--- config.mk ---
export PLATFORM = sky130hd
export DESIGN_NAME = keypad_scanner
export DESIGN_NICKNAME = d
export VERILOG_FILES = /design/src/rtl/keypad_pkg.sv /design/src/rtl/sync2.sv /design/src/rtl/keypad_scanner.sv
export SDC_FILE = /design/constraint.sdc
export NUM_CORES = 1
export LEC_CHECK = 0
export ABC_AREA = 1
export BUFFER_PORTS_ARGS = -buffer_cell sky130_fd_sc_hd__buf_2
export CORE_MARGIN = 2
export CORE_UTILIZATION = 25
export DETAILED_ROUTE_END_ITERATION = 16
export PLACE_DENSITY = 0.37
export SKIP_LAST_GASP = 1
export SLEW_MARGIN = 10
export SYNTH_ARGS = -nofsm -noshare
export SYNTH_HDL_FRONTEND = slang
export SYNTH_SLANG_ARGS = --single-unit
--- constraint.sdc ---
create_clock -name clk -period 3.2 [get_ports clk]
set_input_delay 0.96 -clock clk [delete_from_list [all_inputs] [get_ports clk]]
set_output_delay 0.96 -clock clk [all_outputs]
set_load 0.005 [all_outputs]
--- src/rtl/keypad_pkg.sv ---
// Shared definitions for the 4x4 keypad scanner: FSM encoding,
// row/column-to-key-code table and the blank key value used at reset.
package keypad_pkg;

   typedef enum logic [1:0] {
      ST_SCAN     = 2'd0,
      ST_DEBOUNCE = 2'd1,
      ST_HELD     = 2'd2,
      ST_RELEASE  = 2'd3
   } state_t;

   localparam int unsigned ROWS = 4;
   localparam int unsigned COLS = 4;

   // Blank digit on the 7-segment decoder.
   localparam logic [3:0] KEY_RESET = 4'hF;

   // Entry index is {row, col}; highest index first in the concatenation.
   // row0: 1 2 3 A   row1: 4 5 6 B   row2: 7 8 9 C   row3: E(*) 0 F(#) D
   localparam logic [15:0][3:0] KEY_MAP = {
      4'hD, 4'hF, 4'h0, 4'hE,
      4'hC, 4'h9, 4'h8, 4'h7,
      4'hB, 4'h6, 4'h5, 4'h4,
      4'hA, 4'h3, 4'h2, 4'h1
   };

   function automatic logic [3:0] key_code(input logic [1:0] row, input logic [1:0] col);
      return KEY_MAP[{row, col}];
   endfunction

endpackage

--- src/rtl/sync2.sv ---
// Two-flop synchronizer for asynchronous level inputs.
//   clk, rst_n : clock, async active-low reset (flops clear to 0)
//   d          : asynchronous input
//   q          : synchronized output
module sync2 #(
   parameter int unsigned WIDTH = 4
) (
   input  logic             clk,
   input  logic             rst_n,
   input  logic [WIDTH-1:0] d,
   output logic [WIDTH-1:0] q
);

   logic [WIDTH-1:0] meta;

   always_ff @(posedge clk or negedge rst_n) begin
      if (!rst_n) begin
         meta <= '0;
         q    <= '0;
      end else begin
         meta <= d;
         q    <= meta;
      end
   end

endmodule

--- src/rtl/keypad_scanner.sv ---
// 4x4 matrix keypad scanner with debounce on press and release.
//   clk, rst_n  : clock, async active-low reset
//   row_n[3:0]  : keypad rows, active-low, asynchronous
//   col_n[3:0]  : column drive, active-low one-hot
//   key[3:0]    : code of last accepted key (F after reset)
//   key_valid   : one-cycle pulse on acceptance of a new key
//   key_pressed : high while the accepted key is held
module keypad_scanner
   import keypad_pkg::*;
#(
   parameter int unsigned SCAN_DIV   = 1000,
   parameter int unsigned DEBOUNCE_N = 4
) (
   input  logic       clk,
   input  logic       rst_n,
   input  logic [3:0] row_n,
   output logic [3:0] col_n,
   output logic [3:0] key,
   output logic       key_valid,
   output logic       key_pressed
);

   localparam int unsigned DW = $clog2(SCAN_DIV);
   localparam int unsigned MW = $clog2(DEBOUNCE_N + 1);

   logic [3:0]    rows_s;
   logic [DW-1:0] dwell;
   logic [MW-1:0] match;
   logic [1:0]    col_idx;
   logic [1:0]    cap_row;
   logic [1:0]    cap_col;
   state_t        state;

   logic          sample_c;
   logic          any_low_c;
   logic [1:0]    low_row_c;
   logic [MW-1:0] match_inc_c;
   logic          match_done_c;
   logic          cap_low_c;

   sync2 #(.WIDTH(4)) u_sync (
      .clk   (clk),
      .rst_n (rst_n),
      .d     (row_n),
      .q     (rows_s)
   );

   // Sample strobe at the end of each column dwell.
   assign sample_c = (dwell == DW'(SCAN_DIV - 1));

   always_ff @(posedge clk or negedge rst_n) begin
      if (!rst_n) begin
         dwell <= '0;
      end else if (sample_c) begin
         dwell <= '0;
      end else begin
         dwell <= dwell + DW'(1);
      end
   end

   // Lowest-index low row wins.
   always_comb begin
      any_low_c = ~&rows_s;
      low_row_c = 2'd0;
      for (int i = ROWS - 1; i >= 0; i--) begin
         if (!rows_s[i]) low_row_c = 2'(i);
      end
   end

   // Saturating next match count and whether it reaches the threshold.
   assign match_inc_c  = (match >= MW'(DEBOUNCE_N)) ? match : match + MW'(1);
   assign match_done_c = (match_inc_c >= MW'(DEBOUNCE_N));
   assign cap_low_c    = ~rows_s[cap_row];

   // Scan / debounce / hold / release FSM with registered outputs.
   always_ff @(posedge clk or negedge rst_n) begin
      if (!rst_n) begin
         state       <= ST_SCAN;
         col_n       <= 4'b1110;
         col_idx     <= 2'd0;
         cap_row     <= 2'd0;
         cap_col     <= 2'd0;
         match       <= '0;
         key         <= KEY_RESET;
         key_valid   <= 1'b0;
         key_pressed <= 1'b0;
      end else begin
         key_valid <= 1'b0;
         if (sample_c) begin
            unique case (state)
               ST_SCAN: begin
                  if (any_low_c) begin
                     cap_row <= low_row_c;
                     cap_col <= col_idx;
                     match   <= MW'(1);
                     if (DEBOUNCE_N <= 1) begin
                        key         <= key_code(low_row_c, col_idx);
                        key_valid   <= 1'b1;
                        key_pressed <= 1'b1;
                        state       <= ST_HELD;
                     end else begin
                        state <= ST_DEBOUNCE;
                     end
                  end else begin
                     col_n   <= {col_n[2:0], col_n[3]};
                     col_idx <= col_idx + 2'd1;
                  end
               end
               ST_DEBOUNCE: begin
                  if (cap_low_c) begin
                     match <= match_inc_c;
                     if (match_done_c) begin
                        key         <= key_code(cap_row, cap_col);
                        key_valid   <= 1'b1;
                        key_pressed <= 1'b1;
                        state       <= ST_HELD;
                     end
                  end else begin
                     col_n   <= {col_n[2:0], col_n[3]};
                     col_idx <= col_idx + 2'd1;
                     state   <= ST_SCAN;
                  end
               end
               ST_HELD: begin
                  if (!cap_low_c) begin
                     match <= MW'(1);
                     if (DEBOUNCE_N <= 1) begin
                        key_pressed <= 1'b0;
                        col_n       <= {col_n[2:0], col_n[3]};
                        col_idx     <= col_idx + 2'd1;
                        state       <= ST_SCAN;
                     end else begin
                        state <= ST_RELEASE;
                     end
                  end
               end
               ST_RELEASE: begin
                  if (cap_low_c) begin
                     // Bounce back to held without a new pulse.
                     state <= ST_HELD;
                  end else begin
                     match <= match_inc_c;
                     if (match_done_c) begin
                        key_pressed <= 1'b0;
                        col_n       <= {col_n[2:0], col_n[3]};
                        col_idx     <= col_idx + 2'd1;
                        state       <= ST_SCAN;
                     end
                  end
               end
               default: state <= ST_SCAN;
            endcase
         end
      end
   end

endmodule

==> summary.md, run 1 <==
| Metric | Value |
|---|---|
| Routed vias/inst | 4.12 |
| Worst Hold Class | register to register |
| Layout cell share with drive strength beyond 1 | 0.205 |
| GP Congestion | 0.813 |
| CP top delay family | flip-flops |
| First-pass GRT wire length | 7.04 mm |
| Setup TNS | 0 ns |
| All-Layer GR Usage | 0.101 |
| Critical Path Source | col_n[3] |
| Synth cell types | 34 |
| Crit path max fanout | 3 |
| Crit-path max cell delay | roughly 0.55 ns |
| Kind of critical path | register to output pin |
| Post-CTS sizing | 0 |
| Clock Path Buffers | 2 |
| Startpoint class of the critical path | register |
| Vias in the first global route | between 1,000 and 1,500 |
| Post-CTS setup buffers | 0 |
| Reg2reg start | dwell[0] |
| DRC Markers | 0 |
| Drt total wl | ~4 mm |
| FF-to-FF End | key[0] |
| YS warnings | 0 |
| # hold bufs at CTS | 0 |
| Metal-1 WL | 2.08 mm |
| Final Hold Fails | 0 |
| Hold path cells | 0 |
| Post-synthesis cell area | around 0.0020 mm² |
| Core Region | between 0.007 and 0.008 mm² |
| WHS | ~0.35 ns |
| Site Rows | 32 |
| Final setup violation count | 0 |
| Drt initial violations | 62 |
| Max Clk Rate | 529 MHz |
| Syn avg cell area | around 8.6 µm² |
| Area added between synthesis and finish | 13.1% |
| Nets | around 270 |
| Crit-path cells | buf_2 |
| Clock Skew | approximately 0.0045 ns |
| Antenna Cells | 0 |
| CTS sink cnt | 39 |
| Total CTS buffers | 5 |
| Power density over cell area | approximately 370 mW/mm² |
| H-tree Lvls | 2 |
| Die Span X | roughly 94 µm |
| Post-DP HPWL | 2.93 mm |
| Clock root buffer | clkbuf_8 |
| Reg2Reg Depth | 9 |
| Worst-Skew Late Latency | 0.28 ns |
| Psw | between 0.15 and 0.2 mW |
| Routed wl met3 | roughly 110 µm |
| Register area share after synthesis | 0.481 |
| Storage element area | ~980 µm² |
| Sw frac | 0.214 |
| Slew at the pin closest to its max-slew limit | slightly below 0.9 ns |
| Die area | between 0.008 and 0.009 mm² |
| DR vias | approximately 1,500 |
| Max_cap viols | 0 |
| Post-DR wirelength/cell | roughly 11 µm |
| Die Height | roughly 94 µm |
| Pins Over Slew Limit | 0 |
| Post-synth net total | around 250 |
| Post-route clock period utilization | 0.591 |
| P_int | 0.677 mW |
| CTS tree | done |
| Met2 wire length | approximately 1.8 mm |
| Required time worst endpoint | approximately 2.2 ns |
| Antenna violations before repair | 0 |
| Unrepaired setup endpoints after global routing | false |
| Port bufs | 15 |
| Peak supply drop | 0.175 mV |
| IO Count | 16 |
| Reg-to-reg setup timing slack | 1.45 ns |
| WP buf/inv | 1 |
| Worst Hold End | u_sync.q[3] |
| Initial DRT Pass Iterations | 4 |
| Fillers | between 800 and 900 |
| Area occupied by multi-input gates | 911 µm² |
| Flops & latches, synth | 39 |
| Initial Util | 0.261 |
| Outcome | completed |
| Seq pwr share | 0.581 |
| Gate power share | 0.026 |
| Max_slew headroom | 0.408 |
| Post-Synthesis Cells | between 200 and 250 |
| Clk pwr share | 0.393 |
| Tmin final | 1.89 ns |
| Max Used Layer | met4 |
| Crit path DAT | between 0.9 and 1 ns |
| Critical Path End Type | output pin |
| Post-DRT Antenna Nets | 0 |
| Clock transition at path regs | ~0.08 ns |
| Largest net degree at the start of global routing | 40 |
| Slowest-stage cell, CP | dfstp_2 |
| Pleak | roughly 1.1 nW |
| Hold Startpoint | u_sync.meta[3] |
| Gr ovfl total | 0 |
-- worst max path at each step --
stage	slack (ns)	cells past startpoint	end
floorplan	1.72	9	register
global placement	1.42	1	u_sync.q[0]
detailed placement	1.41	9	key[0]
CTS	1.28	1	col_n[3]
global route	1.25	1	col_n[2]
finish	1.31	1	col_n[3]
-- cells in the mapped netlist (all sizes together) --
cell type,number,share of area
nand2,66,0.13
inv,33,0.061
dfrtp,32,0.39
nor2,31,0.067
o21ai,18,0.044
nand3,13,0.045
ha,8,0.049
a21oi,7,0.019
dfstp,7,0.090
nand4,6,0.029
buf,3,0.013
o22ai,3,0.0092
xor2,3,0.017
nor3,2,0.010
xnor2,2,0.0086
a211oi,1,0.0037
a31oi,1,0.0031
a32oi,1,0.0043
o211ai,1,0.0037
o21a,1,0.0037
-- layer usage --
layer,global-route usage,vias up
met1,0.142,673
met4,0.0217,0
met2,0.152,17
met5,0,-
li1,-,795
met3,0.0311,2
-- registers in the layout (all words and copies together), names as in the netlist, named ones only --
register     count
u_sync.meta      4
col_n            4
col_idx          2
key_pressed      1
key              4
u_sync.q         4
key_valid        1
match            3
cap_row          2
state            1
dwell           10
cap_col          2
-- per-stage QoR --
stage	instances	total power, mW	instance area [µm²]	utilization	setup WS (ns)
CTS	361	0.886	2310	0.295	1.28
global placement	353	0.534	2220	0.283	1.42
finish	361	0.862	2310	0.295	1.31
floorplan	239	0.518	2050	-	1.72
detailed placement	353	0.534	2220	0.283	1.41
global route	361	0.914	2310	0.295	1.25
-- worst reg2reg max path, stage by stage (launching register included) --
cell and delay, ns:
dfrtp_1 0.39, ha_1 0.22, nand2_2 0.10, inv_2 0.09
nand3_4 0.07, nor2_4 0.29, nand4_2 0.26, inv_2 0.13
nand2_1 0.05, o21a_1 0.10
-- area by class of cell --
cell class                      instances  area share
Timing Repair Buffer                   15      0.0324
Clock inverter                          1     0.00216
Inverter                               33      0.0535
Multi-Input combinational cell        164       0.394
Clock buffer                            7      0.0373
Sequential cell                        39       0.426
Tap cell                              102      0.0552
-- power groups by stage --
stage               Clock, mW  Combinational, mW  Sequential (mW)
floorplan                   0            0.00845            0.509
global placement            0             0.0236            0.510
detailed placement          0             0.0236            0.510
CTS                     0.362             0.0237            0.501
global route            0.387             0.0263            0.501
finish                  0.339             0.0221            0.501
-- cell usage in the layout, fill, tap and decap left out, types with 3 or more instances in the layout --
cell type | synthesis | routed
inv_1 | 27 | 27
nand2_2 | 4 | 4
nand4_1 | 4 | 4
nand3_2 | 3 | 3
dfrtp_1 | 32 | 32
inv_2 | 6 | 6
nand2_1 | 61 | 61
a21oi_1 | 6 | 6
o21ai_0 | 14 | 14
nand3_1 | 9 | 9
clkbuf_8 | 0 | 6
o21ai_1 | 4 | 4
buf_2 | 0 | 15
nor2_1 | 27 | 27
ha_1 | 8 | 8
o22ai_1 | 3 | 3
dfstp_2 | 7 | 7
-- kinds of logic after synthesis --
logic type	after synthesis	share of synthesized area
AO/OA/AOI/OAI	33	0.0905
flip-flops	39	0.481
adder cells (fa/ha/maj)	8	0.0489
buffers and inverters	36	0.0734
AND/OR/NAND/NOR	118	0.281
XOR/XNOR	5	0.0251
(Power assumes the default switching activity.)
==> run 2, diff against run 1 <==
Clock period 3.2 ns to 1.8 ns, I/O delays scaled along.
==> summary.md, run 2 (same netlist as run 1, synthesis figures left out) <==
| Metric | Value |
|---|---|
| Outcome | completed |
| Worst Hold Class | input port to asynchronous set/reset pin |
| Die area | 0.00892 mm² (unchanged) |
| Setup WS post-layout | 0.233 ns (-1.08 ns) |
| Post-CTS setup buffers | 0 (unchanged) |
| Critical Path End Type | register |
| WHS | 0.204 ns (-0.147 ns) |
| Peak supply drop | 0.318 mV (+81%) |
| Gr ovfl total | 0 (unchanged) |
| IO Count | 16 (unchanged) |
| DP Area | 0.00227 mm² (+2.3%) |
| Site Rows | 32 (unchanged) |
| Power density over cell area | 698 mW/mm² (+87%) |
| Crit path DAT | 1.78 ns (+0.85 ns) |
| Required time worst endpoint | 2.01 ns (-0.23 ns) |
| DRC Markers | 0 (unchanged) |
| Startpoint class of the critical path | register |
| Drt total wl | 4.07 mm (+1.0%) |
| Max_cap viols | 0 (unchanged) |
| CTS tree | done |
| Nets | 277 (+1.8%) |
| Unrepaired setup endpoints after global routing | false |
| Final Instance Count excl. Fillers | 366 (+1.4%) |
| Die Span X | 94.5 µm (unchanged) |
| Total power | 1.67 mW (+94%) |
| Die Height | 94.5 µm (unchanged) |
| Antenna violations before repair | 0 (unchanged) |
| H-tree Lvls | 2 (unchanged) |
| Worst-Skew Late Latency | 0.29 ns (about the same) |
| Port bufs | 15 (unchanged) |
| Antenna Cells | 0 (unchanged) |
| All-Layer GR Usage | 0.106 (+0.00504) |
| Clock root buffer | clkbuf_8 |
| Post-DP HPWL | 2.97 mm (+1.4%) |
| Max_slew headroom | 0.776 (+0.368) |
| Clock transition at path regs | 0.08 ns (about the same) |
| GP Congestion | 0.809 (-0.50%) |
| Post-route clock period utilization | 0.871 |
| Largest net degree at the start of global routing | 40 (unchanged) |
| Fin util | 0.305 (+0.0102) |
| Post-DR wirelength/cell | 11.1 µm (-0.36%) |
| Dpl cells | 358 (+1.4%) |
| Area added between synthesis and finish | 17.0% |
| Initial Util | 0.261 (unchanged) |
| Final setup violation count | 0 (unchanged) |
| Clock Path Buffers | 2 (unchanged) |
| Clock Skew | 0.00318 ns (-0.00131 ns) |
| Design Area, Final | 0.00239 mm² (+3.5%) |
| Worst slack, placed | 0.166 ns (-1.25 ns) |
| Post-DRT Antenna Nets | 0 (unchanged) |
| Most common cell after layout, fill and taps aside | nand2_1 |
| # hold bufs at CTS | 0 (unchanged) |
| Crit path max fanout | 7 (+4) |
| Core Region | 0.00785 mm² (unchanged) |
| Pleak | 1.15 nW (+3.4%) |
| Tmin final | roughly 1.6 ns |
| Setup TNS | 0 ns (unchanged) |
| Routed vias/inst | 4.20 (+2.0%) |
| First-pass GRT wire length | 7.28 mm (+3.3%) |
| Commonest cells after routing, fill and taps aside | nand2_1, dfrtp_1, nor2_1, inv_1, buf_2 |
| Kind of critical path | register to register |
| Initial DRT Pass Iterations | 4 (unchanged) |
| Final Hold Fails | 0 (unchanged) |
| Largest register FFs | 10 (unchanged) |
| Total CTS buffers | 5 (unchanged) |
| Layout cell share with drive strength beyond 1 | 0.223 (+0.0189) |
| Drt initial violations | 54 (-13%) |
| Pins Over Slew Limit | 0 (unchanged) |
| Slew at the pin closest to its max-slew limit | 0.336 ns (-0.553 ns) |
| CTS sink cnt | 39 (unchanged) |
| Vias in the first global route | 1,562 (+6.4%) |
| Most flop-heavy register | dwell |
| DR vias | 1,537 (+3.4%) |
| Max Clk Rate | between 600 and 700 MHz |
==> run 2: worst paths after layout <==
kind	from	to	slack [ns]	cells past startpoint
setup / recovery	dwell[0]	cap_row[1]	0.23	7
setup reg to reg	dwell[0]	cap_row[1]	0.23	7
max in group asynchronous	rst_n	col_n[2]	1.33	2
hold reg to reg	u_sync.meta[3]	u_sync.q[3]	0.35	0
hold / removal	rst_n	dwell[7]	0.20	2
min in group clk	row_n[3]	u_sync.meta[3]	0.35	1
==> run 2: worst max-delay path, cell delays in order (launching register included) <==
cell	delay, ns
dfrtp_1	0.39
ha_1	0.21
nand2_2	0.10
inv_2	0.09
nand3_4	0.06
nor2_4	0.22
nand2_1	0.20
a32oi_1	0.21
==> run 2: cell type report <==
class / instances / area (µm²)
clock inverter: 3 / 43.8
fill: 865 / 5450
multi-input combinational: 164 / 920
sequential: 39 / 985
inverter: 33 / 124
timing repair buffer: 20 / 125
clock buffer: 5 / 68.8
tap: 102 / 128
==> run 2: where the power goes <==
part	internal (mW)	total (mW)	leakage [nW]	switching [mW]
combinational	0.0138	0.0450	0.606	0.0312
clock	0.413	0.737	0.0581	0.324
sequential	0.885	0.890	0.486	0.00456
==> run 2: per-layer routing <==
layer / global-route usage / routed length [µm]
met1: 0.136 / 1960
met2: 0.168 / 1900
met3: 0.0263 / 120
met4: 0.0471 / 89
met5: 0 / 0
==> run 2: what timing repair did <==
item | in CTS | in global routing
resized for setup | 0 | 1
hold endpoints to repair | 0 | 0
endpoints found under the setup margin | 0 | 1
==> run 3, diff against run 2 <==
Settings changed: ABC_AREA 1 to 0.
==> summary.md, run 3 <==
| Metric | Value |
|---|---|
| Total CTS buffers | 5 (unchanged) |
| EDFF count, synth | 0 (unchanged) |
| Failing checks | setup timing |
| First-pass GRT wire length | 7.10 mm (-2.5%) |
| Cell taking the most area after synthesis | dfrtp_1 |
| Tmin final | 1.90 ns (+0.331 ns) |
| Routed vias/inst | 4.46 (+6.1%) |
| Slowest-stage cell, CP | or4_4 |
| Post-synthesis cell area | 0.00190 mm² (-6.9%) |
| Critical path depth | 5 (-2) |
| Most common cell after layout, fill and taps aside | dfrtp_1 |
| Crit-path max cell delay | 0.55 ns (+0.16 ns) |
| Drt total wl | 4.02 mm (-1.1%) |
| Post-synth net total | 185 (-27%) |
| CP top delay family | simple AND/OR/NAND/NOR gates |
| Worst-Skew Late Latency | 0.30 ns (about the same) |
| Kind of critical path | register to register |
| Required time worst endpoint | 1.99 ns (-0.02 ns) |
| Post-Synthesis Cells | 171 (-28%) |
| Post-DR wirelength/cell | 12.7 µm (+15%) |
| Post-DRT Antenna Nets | 0 (unchanged) |
| Core Region | 0.00733 mm² (-6.6%) |
| WP buf/inv | 0 (-1) |
| Unrepaired setup endpoints after global routing | true |
| IO Count | 16 (unchanged) |
| Clock root buffer | clkbuf_8 |
| # hold bufs at CTS | 0 (unchanged) |
| Clock Path Buffers | 2 (unchanged) |
| Gr ovfl total | 0 (unchanged) |
| Die area | 0.00833 mm² (-6.6%) |
| P_int | 1.18 mW (-9.9%) |
| Synth area leaders | dfrtp_1, dfstp_2, ha_1 |
| Antenna violations before repair | 0 (unchanged) |
| Syn avg cell area | 11.1 µm² (+30%) |
| H-tree Lvls | 2 (unchanged) |
| Slew at the pin closest to its max-slew limit | 0.456 ns (+0.120 ns) |
| Vias in the first global route | 1,491 (-4.5%) |
| Flops & latches, synth | 39 (unchanged) |
| Pins Over Slew Limit | 0 (unchanged) |
| CTS sink cnt | 39 (unchanged) |
| Reg2Reg Depth | 5 (-2) |
| Initial Util | 0.260 (-0.000911) |
| Layout cell share with drive strength beyond 1 | 0.424 (+0.200) |
| Startpoint class of the critical path | register |
| Clock Skew | 0.0108 ns (+0.00762 ns) |
| GP Congestion | 0.830 (+2.6%) |
| Antenna Cells | 0 (unchanged) |
| Post-route clock period utilization | 1.05 (+0.184) |
| Power density over cell area | 635 mW/mm² (-9.1%) |
| Crit path DAT | 2.08 ns (+0.30 ns) |
| YS warnings | 0 (unchanged) |
| Seq pwr share | 0.574 (+0.042) |
| Setup TNS | -0.724 ns (-0.724 ns) |
| Worst Hold Class | input port to asynchronous set/reset pin |
| Gate power share | 0.030 (+0.003) |
| Critical Path End Type | register |
| Largest net degree at the start of global routing | 24 (-40%) |
| Register area share after synthesis | 0.517 (+0.0357) |
| Most frequent cells after synthesis | dfrtp_1, inv_1, nor2_1 |
| Top cell type's share of synthesized area | 0.420 (+0.0291) |
| Crit-path cells | ha_4 -> nand2_4 -> or4_4 -> a211o_4 -> mux2_2 |
| Peak supply drop | 0.392 mV (+23%) |
| Most common cell in the netlist | dfrtp_1 |
| CTS tree | done |
| Max_cap viols | 0 (unchanged) |
| Clk pwr share | 0.395 (-0.046) |
| Die Span X | 91.3 µm (-3.4%) |
| Outcome | finished with violations |
| Pleak | 1.09 nW (-5.4%) |
| Final setup violation count | 11 (+11) |
| WHS | 0.178 ns (-0.0269 ns) |
| Commonest cells after routing, fill and taps aside | dfrtp_1, buf_4, buf_2 |
| Reg2reg start | dwell[1] |
| Largest register FFs | 10 (unchanged) |
| Final Hold Fails | 0 (unchanged) |
| Max Clk Rate | 527 MHz (-17%) |
| Psw | 0.369 mW (+2.6%) |
| Crit path max fanout | 8 (+1) |
| Drt initial violations | 52 (-3.7%) |
| Max_slew headroom | 0.696 (-0.0799) |
| Port bufs | 15 (unchanged) |
| Setup WS post-layout | -0.0983 ns (-0.331 ns) |
| Post-DP HPWL | 2.95 mm (-0.75%) |
| Critical Path Source | dwell[1] |
| Prevailing post-synth register cell | dfrtp_1 |
| All-Layer GR Usage | 0.106 (+0.000472) |
| Sw frac | 0.238 (+0.0227) |
| Most flop-heavy register | dwell |
| Clock transition at path regs | 0.09 ns (about the same) |
| DRC Markers | 0 (unchanged) |
| Area added between synthesis and finish | 28.3% |
| DR vias | 1,408 (-8.4%) |
| Nets | 230 (-17%) |
| Die Height | 91.3 µm (-3.4%) |
| Asr flop ratio synth | 1.00 (unchanged) |
| Total power | 1.55 mW (-7.2%) |
| Initial DRT Pass Iterations | 4 (unchanged) |
| Site Rows | 31 (-3.1%) |
| Synth cell types | 42 (+24%) |
-- run 3: changes by cell type after synthesis, sizes merged, moves of 3 or more --
cell,previous run,this run
nor3,2,5
inv,33,12
mux2,0,7
o21ai,18,13
nand4,6,2
nand3,13,8
nand2b,0,4
clkbuf,0,3
nor2,31,12
nand2,66,11
-- run 3: cell type report --
| type | count | area (µm²) |
|---|---|---|
| clock inverter | 3 | 25.0 |
| sequential | 39 | 985 |
| timing repair buffer | 44 | 305 |
| inverter | 12 | 45.0 |
| clock buffer | 5 | 68.8 |
| multi-input combinational | 114 | 890 |
| tap | 99 | 124 |
| fill | 731 | 4890 |
-- run 3: per-layer routing --
layer,global-route usage,vias to the layer above,routed length (µm)
met5,0,-,0
met4,0.0379,0,57
met3,0.0274,5,108
met2,0.173,18,1940
met1,0.136,691,1920
li1,-,694,-
-- run 3: power by group through the flow --
stage          clock network [mW]  logic (mW)  registers [mW]
3_5_place_dp                    0      0.0485           0.907
2_1_floorplan                   0     0.00943           0.906
4_1_cts                     0.645      0.0495           0.890
5_1_grt                     0.674      0.0552           0.891
6_report                    0.613      0.0472           0.890
3_3_place_gp                    0      0.0467           0.906
-- run 3: stage by stage --
step,utilization,cell area (µm²),instances,worst slack [ns]
3_5_place_dp,0.313,2300,304,-0.131
4_1_cts,0.332,2430,316,-0.0941
6_report,0.333,2440,316,-0.0983
5_1_grt,0.333,2440,316,-0.148
3_3_place_gp,0.313,2300,304,-0.0832
2_1_floorplan,-,1940,171,-0.161
-- run 3: path summary, 6_finish.rpt --
| path | endpoint | slack, ns |
|---|---|---|
| setup / recovery | col_n[0] | -0.1 |
| min in group clk | u_sync.meta[1] | 0.34 |
| max in group asynchronous | col_n[2] | 1.06 |
| hold / removal | key_pressed | 0.18 |
| setup reg to reg | col_n[0] | -0.1 |
| hold reg to reg | u_sync.q[1] | 0.35 |
-- run 3: logic make-up (layout without fill, tap and decap cells) --
| group | after synthesis | after routing | synth area share |
|---|---|---|---|
| DFF | 39 | 39 | 0.517 |
| buffers and inverters | 19 | 64 | 0.0466 |
| AOI/OAI and AO/OA | 35 | 35 | 0.122 |
| xor gates and xnor gates | 7 | 7 | 0.0322 |
| adders and majority gates | 8 | 8 | 0.0526 |
| muxes | 10 | 10 | 0.0703 |
| and+or+nand+nor | 53 | 54 | 0.159 |
-- run 3: timing repair --
| action | in CTS | in global routing |
|---|---|---|
| cloned | 1 | 0 |
| endpoints found under the setup margin | 11 | 16 |
| pin swaps | 1 | 0 |
| setup buffers | 3 | 0 |
| gates resized for setup | 2 | 4 |
